<file path="config.mk">
export PLATFORM = sky130hd
export DESIGN_NAME = instr_fetch_decode
export DESIGN_NICKNAME = d
export VERILOG_FILES = /design/src/rtl/instr_fetch_decode.sv
export SDC_FILE = /design/constraint.sdc
export NUM_CORES = 1
export LEC_CHECK = 0
export CAP_MARGIN = 20
export CORE_AREA = 5 5 159 161
export CTS_CLUSTER_SIZE = 24
export DETAILED_ROUTE_END_ITERATION = 12
export DIE_AREA = 0 0 164 166
export PLACE_DENSITY = 0.81
export SKIP_CTS_REPAIR_TIMING = 1
export SYNTH_ARGS = -nofsm -noshare
export SYNTH_HDL_FRONTEND = slang
export SYNTH_SLANG_ARGS = --single-unit
</file>
<file path="constraint.sdc">
create_clock -name CLK -period 17.7 [get_ports CLK]
set_input_delay 3.54 -clock CLK [delete_from_list [all_inputs] [get_ports CLK]]
set_output_delay 3.54 -clock CLK [all_outputs]
set_load 0.01 [all_outputs]
</file>
<file path="src/rtl/instr_fetch_decode.sv">
// Fetch/decode front end: 8-entry instruction store, PC sequencer, and a
// registered instruction slot with pre-split fields and opcode class.
module instr_fetch_decode #(
  parameter int DEPTH = 8,
  parameter int AW    = 3
) (
  input  logic          CLK,
  input  logic          RST,
  input  logic          wr_en,
  input  logic [AW-1:0] wr_addr,
  input  logic [31:0]   wr_data,
  input  logic [3:0]    len,
  input  logic          start,
  input  logic          stall,
  output logic          inst_valid,
  output logic [31:0]   inst,
  output logic [AW-1:0] pc,
  output logic [2:0]    op,
  output logic [1:0]    rs,
  output logic [1:0]    rt,
  output logic [1:0]    rd,
  output logic [7:0]    shamt,
  output logic [7:0]    addr,
  output logic          illegal,
  output logic          busy,
  output logic          done
);

  typedef enum logic [1:0] {IDLE, RUN, DONE} state_t;

  typedef struct packed {
    logic [2:0] op;
    logic       illegal;
  } dec_t;

  state_t                 state, state_nxt;
  logic [DEPTH-1:0][31:0] mem;
  logic [AW-1:0]          fpc;
  logic [3:0]             cnt_len, issued;
  logic [31:0]            fetch_word;
  dec_t                   dec;
  logic                   can_load, issue, last;

  function automatic dec_t decode(input logic [7:0] ob);
    dec_t d;
    d.op      = 3'd7;
    d.illegal = 1'b0;
    case (ob)
      8'h20:   d.op = 3'd0;
      8'h10:   d.op = 3'd1;
      8'h08:   d.op = 3'd2;
      8'h04:   d.op = 3'd3;
      8'h40:   d.op = 3'd4;
      8'h80:   d.op = 3'd5;
      default: d.illegal = 1'b1;
    endcase
    return d;
  endfunction

  assign can_load   = (state != RUN);
  assign issue      = (state == RUN) && !stall;
  assign last       = issue && (issued + 4'd1 == cnt_len);
  assign fetch_word = mem[fpc];
  assign dec        = decode(fetch_word[31:24]);

  // Store is flop-based so reset can clear every entry.
  always_ff @(posedge CLK or posedge RST) begin
    if (RST)                      mem          <= '0;
    else if (can_load && wr_en)   mem[wr_addr] <= wr_data;
  end

  always_ff @(posedge CLK or posedge RST) begin
    if (RST) state <= IDLE;
    else     state <= state_nxt;
  end

  always_comb begin
    state_nxt = state;
    case (state)
      IDLE, DONE: if (start) state_nxt = (len == 4'd0) ? DONE : RUN;
      RUN:        if (last)  state_nxt = DONE;
      default:    state_nxt = IDLE;
    endcase
  end

  always_ff @(posedge CLK or posedge RST) begin
    if (RST) begin
      fpc        <= '0;
      issued     <= '0;
      cnt_len    <= '0;
      inst_valid <= 1'b0;
      inst       <= '0;
      pc         <= '0;
      op         <= '0;
      illegal    <= 1'b0;
    end else if (can_load) begin
      // Slot contents hold after the run; only the valid flag drops.
      inst_valid <= 1'b0;
      if (start) begin
        fpc     <= '0;
        issued  <= '0;
        cnt_len <= (len > 4'd8) ? 4'd8 : len;
      end
    end else if (issue) begin
      inst       <= fetch_word;
      pc         <= fpc;
      op         <= dec.op;
      illegal    <= dec.illegal;
      inst_valid <= 1'b1;
      fpc        <= fpc + 1'b1;
      issued     <= issued + 4'd1;
    end
  end

  assign rs    = inst[17:16];
  assign rt    = inst[9:8];
  assign rd    = inst[1:0];
  assign shamt = inst[15:8];
  assign addr  = inst[23:16];
  assign busy  = (state == RUN);
  assign done  = (state == DONE);

endmodule

</file>
Word level (Yosys, flattened, before mapping)
Cells that the tools add are included.
{ "word_totals": {"ff_bits": 309, "output_inout_bits": 64, "word_cells": 71} }
{ "op_classes": {"add_sub_neg": 2, "magnitude_cmp": 4, "eq_ne": 13, "n_mux": 20, "bitwise_logic": 1, "reduce_logical": 14} }
{ "op_table": {"columns": ["operator", "count"], "rows": [
  ["256-bit bitwise mux", 1],
  ["32-bit binary-select mux with 3-bit select", 1],
  ["32-bit demux with 3-bit select", 1],
  ["32-bit 2-to-1 mux", 2],
  ["3-bit case mux with 6 select lines", 1],
  ["4-bit 2-to-1 mux", 4],
  ["3-bit 2-to-1 mux", 3],
  ["8-bit by 3-bit equality test with 1-bit output, second input constant", 1],
  ["8-bit by 4-bit equality test with 1-bit output, second input constant", 1],
  ["8-bit by 5-bit equality test with 1-bit output, second input constant", 1],
  ["8-bit by 6-bit equality test with 1-bit output, second input constant", 1],
  ["8-bit by 7-bit equality test with 1-bit output, second input constant", 1],
  ["8-bit equality test, second input constant", 1],
  ["3-bit by 4-bit less-than comparator with 1-bit output, second input constant", 2],
  ["2-bit AND reduction", 4],
  ["2-bit 2-to-1 mux", 3],
  ["6-bit OR reduction", 1],
  ["4-bit by 1-bit adder with 4-bit output, second input constant", 1],
  ["4-bit equality test", 1],
  ["4-bit > comparator, second input constant", 1],
  ["1-bit logical AND", 4],
  ["4-bit zero test", 1],
  ["2-bit by 1-bit inequality test with 1-bit output, second input constant", 2],
  ["2-bit inequality test, second input constant", 2],
  ["other kinds (11)", 13]
]} }

Longest topological paths before layout
{ "depth": {"depth_word": 5, "ltp_mapped": 9, "mapped_depth_nobuf": 6} }

Worst setup path after synthesis
OpenSTA, ideal clock, no wires.
{ "synth_path": {"kind": "input to register", "from": "input stall", "to": "register op[2]", "arrival_ps": 4644, "required_ps": 17577, "setup_slack_ps": 12933, "path_stages": 7, "n_path_buf": 1, "cell_sequence": "or3b_2 clkbuf_1 nor2_1 a2bb2oi_1 nor4_2 inv_1 o221a_1"} }
{ "synth_via": {"elab_chain_cells": 3} }
{ "synth_lines": {"columns": ["element", "line", "text"], "rows": [
  ["start, declared", "14", "input logic stall,"],
  ["1-bit zero test", "61", "assign issue = (state == RUN) && !stall;"],
  ["1-bit logical AND", "61", null],
  ["2-bit AND reduction (no line)", null, null],
  ["end signal, assigned", "107", "op <= dec.op;"],
  ["end, declared", "18", "output logic [2:0] op,"]
]} }
No other way between the ends.
A chain may end at the register's enable or synchronous reset.

Final worst setup path
{ "layout_path": {"from": "register state[1]", "to": "output busy"} }
{ "layout_via": {"elab_chain_cells": 1} }
{ "layout_lines": {"columns": ["element", "line", "text"], "rows": [
  ["start, declared", "36", "state_t state, state_nxt;"],
  ["start signal, assigned", "74", "else state <= state_nxt;"],
  ["2-bit by 1-bit equality test with 1-bit output", "120", "assign busy = (state == RUN);"],
  ["end, declared", "25", "output logic busy,"]
]} }
No other way between the ends.

==> run_results.csv <==
group,metric,value,unit
synthesis,yosysTopAreaCellShare,55.44,%
final_layout,final_core_util,67.65,%
sta,finalCriticalPeriod,5455,ps
synthesis,synth_async_sr_flop_share,100.0,%
sta,rsz0062_at_grt,"false",
clock_tree,cts_made_buffers,30,
setup_path,crit_path_top_delay_cell,"clkdlybuf4s50_1",
setup_path,path_depth,3,
synthesis,synthCells,934,
synthesis,yosys-top-cells-area,"dfrtp_1 55%, mux2_2 21%, mux4_2 10%",
floorplan,coreArea,23820,µm²
pwr,switching_share,30.36,%
setup_path,cp_max_fo,8,
setup_path,crit_buf_inv,2,
clock_tree,clock-sinks,309,
setup_path,critPathKind,"flop to output port",
final_layout,antenna_cells,0,
sta,setup_viol,0,
setup_path,r2r_slack,14210,ps
sta,hold_viol,0,
setup_path,max_stage_delay,540,ps
pwr,leakage,6.887,nW
setup_path,crit_arrival,1920,ps
run,cap_violations,0,
synthesis,synthesis.area,13950,µm²
sta,max_freq,0.1833,GHz
setup_path,end_kind,"output port",
floorplan,die_area,27220,µm²
sta,finalMaxSlewViolations,0,
setup_path,cp.required,14160,ps
global_routing,grtUsageTotal,20.61,%
synthesis,syn_avg_cell_area,14.93,µm²
route,drtIter0Drc,478,
pwr,powerDensity,182.1,nW/µm²
place,gp_routability_congestion,0.7575,
sta,period_share,30.82,%
pwr,p_sw,0.8910,mW
floorplan,initial_utilization,58.55,%
route,routed_wl,27090,µm
clock_tree,clockRootBuffer,"clkbuf_16",
synthesis,ys.warnings.count,0,
global_routing,grt_pass1_wl,45350,µm
final_layout,final_nets,1054,
pwr,peakVddDrop,0.08243,mV
setup_path,start_kind,"flop",
status,status,"finished, final reports clean",
setup_path,crit_family,"buffers and inverters",
setup_path,r2r-start,"fpc[0]",
floorplan,die_h,166,µm
synthesis,synth_enable_flop_cells,0,
setup_path,timing.rr.end,"op[2]",
route,wl_per_cell,19.97,µm
global_routing,antenna_found_initial,0,
route,antenna_left,0,
clock_tree,htree_levels,1,
sta,worst_pin_slew,1049,ps
synthesis,synth.most_common_cell,"dfrtp_1",
route,drt_pre_antenna_iters,4,
route,viasPerCell,5.791,
final_layout,fin_area,16120,µm²
synthesis,synth_top_area_cell,"dfrtp_1",
floorplan,ios,108,
place,placed_area,15120,µm²
pwr,p_seq_share,42.0,%
clock_tree,tritoncts,"built",
synthesis,ys_types,47,
setup_path,crit_chain,"nand2b_1 > inv_1 > clkdlybuf4s50_1",
place,placed_cells,1300,
clock_tree,clk_latency,540,ps
place,hpwl,16000,µm
sta,max_slew_margin,30.01,%
clock_tree,clockBufferDepth,3,
synthesis,yosys_register_bits,309,
global_routing,grt_overflow,0,
sta,final.setup.tns,0,ps
global_routing,grt_max_degree,120,
synthesis,ys.flop_type,"dfrtp_1",
setup_path,crit_end,"busy",
setup_path,reg2reg_depth,7,
final_layout,layout-drive-gt1-share,38.95,%
final_layout,area_delta_synth_final,15.55,%
route,routed-via-count,7853,
setup_path,startpoint,"state[1]",
pwr,intPower,2.044,mW
synthesis,ys_seq_area_share,55.44,%
place,portBuffers,107,
pwr,combPwrFrac,36.6,%
global_routing,grt_pass1_vias,8391,
floorplan,die_w,164,µm
clock_tree,clk_pin_slew,60,ps
hold_path,min_path_type,"flop to flop",
sta,finalClockSkew,12.35,ps
route,drc,0,
synthesis,synth_commonest_cells,"309 x dfrtp_1, 257 x mux2_2, 62 x mux4_2, 59 x nand2_1, 40 x o21ai_0",
final_layout,finalNonFillerCells,1356,
synthesis,syn_nets,980,
floorplan,fp-row-count,57,
pwr,pwr-share-clk,21.4,%
-- sequential cells by signal, summed over array words and instances, names as in the netlist, 2 cells and up --
register / count
cnt_len: 4
fpc: 3
inst: 32
issued: 4
mem: 256
op: 3
pc: 3
state: 2
-- power groups by stage --
stage	clock network, mW	registers (mW)	logic (mW)
after floorplan	0	1.18	0.853
after global placement	0	1.23	1.05
after detailed placement	0	1.24	1.08
after CTS	0.642	1.23	1.09
after global routing	0.679	1.28	1.17
final	0.628	1.23	1.07
-- final cells by class --
type                       instances  area (µm²)
sequential                       309        7741
fill                            1676        7705
multi-input combinational        541        5768
timing repair buffer             121        1176
clock buffer                      47       925.9
tap                              324       405.4
clock inverter                     9       72.57
inverter                           5       26.28
-- cell usage in the layout (no fill, tap or decap), types with 2 or more instances in the layout --
| cell type | instances |
|---|---|
| a2111oi_0 | 2 |
| a211oi_1 | 6 |
| a21oi_1 | 3 |
| a22o_1 | 2 |
| buf_4 | 14 |
| clkbuf_1 | 7 |
| clkbuf_16 | 31 |
| clkbuf_8 | 9 |
| clkdlybuf4s50_1 | 107 |
| clkinv_2 | 7 |
| dfrtp_1 | 306 |
| dfrtp_4 | 2 |
| ha_1 | 2 |
| inv_1 | 4 |
| mux2_2 | 257 |
| mux2i_1 | 29 |
| mux2i_4 | 3 |
| mux4_1 | 2 |
| mux4_2 | 62 |
| nand2_1 | 59 |
| nand2b_1 | 7 |
| nand3_1 | 2 |
| nor2_1 | 14 |
| nor2_2 | 2 |
| nor2b_1 | 3 |
| nor3_1 | 8 |
| nor3b_1 | 3 |
| nor3b_2 | 2 |
| nor4_1 | 2 |
| o21ai_0 | 40 |
| o2bb2ai_1 | 2 |
| xnor2_1 | 4 |
| xor2_1 | 7 |
-- kinds of logic (layout without fill, tap and decap cells) --
group                    count (synthesis)  in the layout  share of synthesized area, %
buffers and inverters                   84            182                         3.247
flip-flops                             309            309                         55.44
adder cells (fa/ha/maj)                  2              2                        0.1794
AO/OA/AOI/OAI                           63             63                         2.781
XOR/XNOR                                11             11                        0.6908
multiplexers                           354            354                         33.80
AND/OR/NAND/NOR                        111            111                         3.857
-- through the flow --
stage	worst slack, ps	total power [mW]	hold slack, ps
after floorplan	5616	2.029	468.9
after global placement	11930	2.277	461.2
after detailed placement	11870	2.327	463.3
after CTS	12230	2.966	478.6
after global routing	12150	3.123	507.9
final	12240	2.935	475.9
-- worst min-delay path by stage --
stage                            end       start  slack (ps)  cells past startpoint
after floorplan           cnt_len[1]  cnt_len[1]         470                      2
after global placement         pc[2]       pc[2]         460                      2
after detailed placement       pc[2]       pc[2]         460                      2
after CTS                      pc[2]       pc[2]         480                      2
after global routing        mem[113]    mem[113]         510                      1
final                          pc[2]       pc[2]         480                      2
-- tightest hold or removal path, cell delays in order (launching register included) --
cell	delay, ps
dfrtp_1	340
nand2_1	50
nand2_1	50
-- metal layers --
layer  GRT usage, %  vias up  share of wire [%]
met2          34.39      141                 51
met1          29.02     4104                 44
met4          5.580        0                1.9
met3          2.507       36                3.4
met5              0        -                  0
li1               -     3572                  -
No activity file was read; power rests on OpenSTA's default activity.
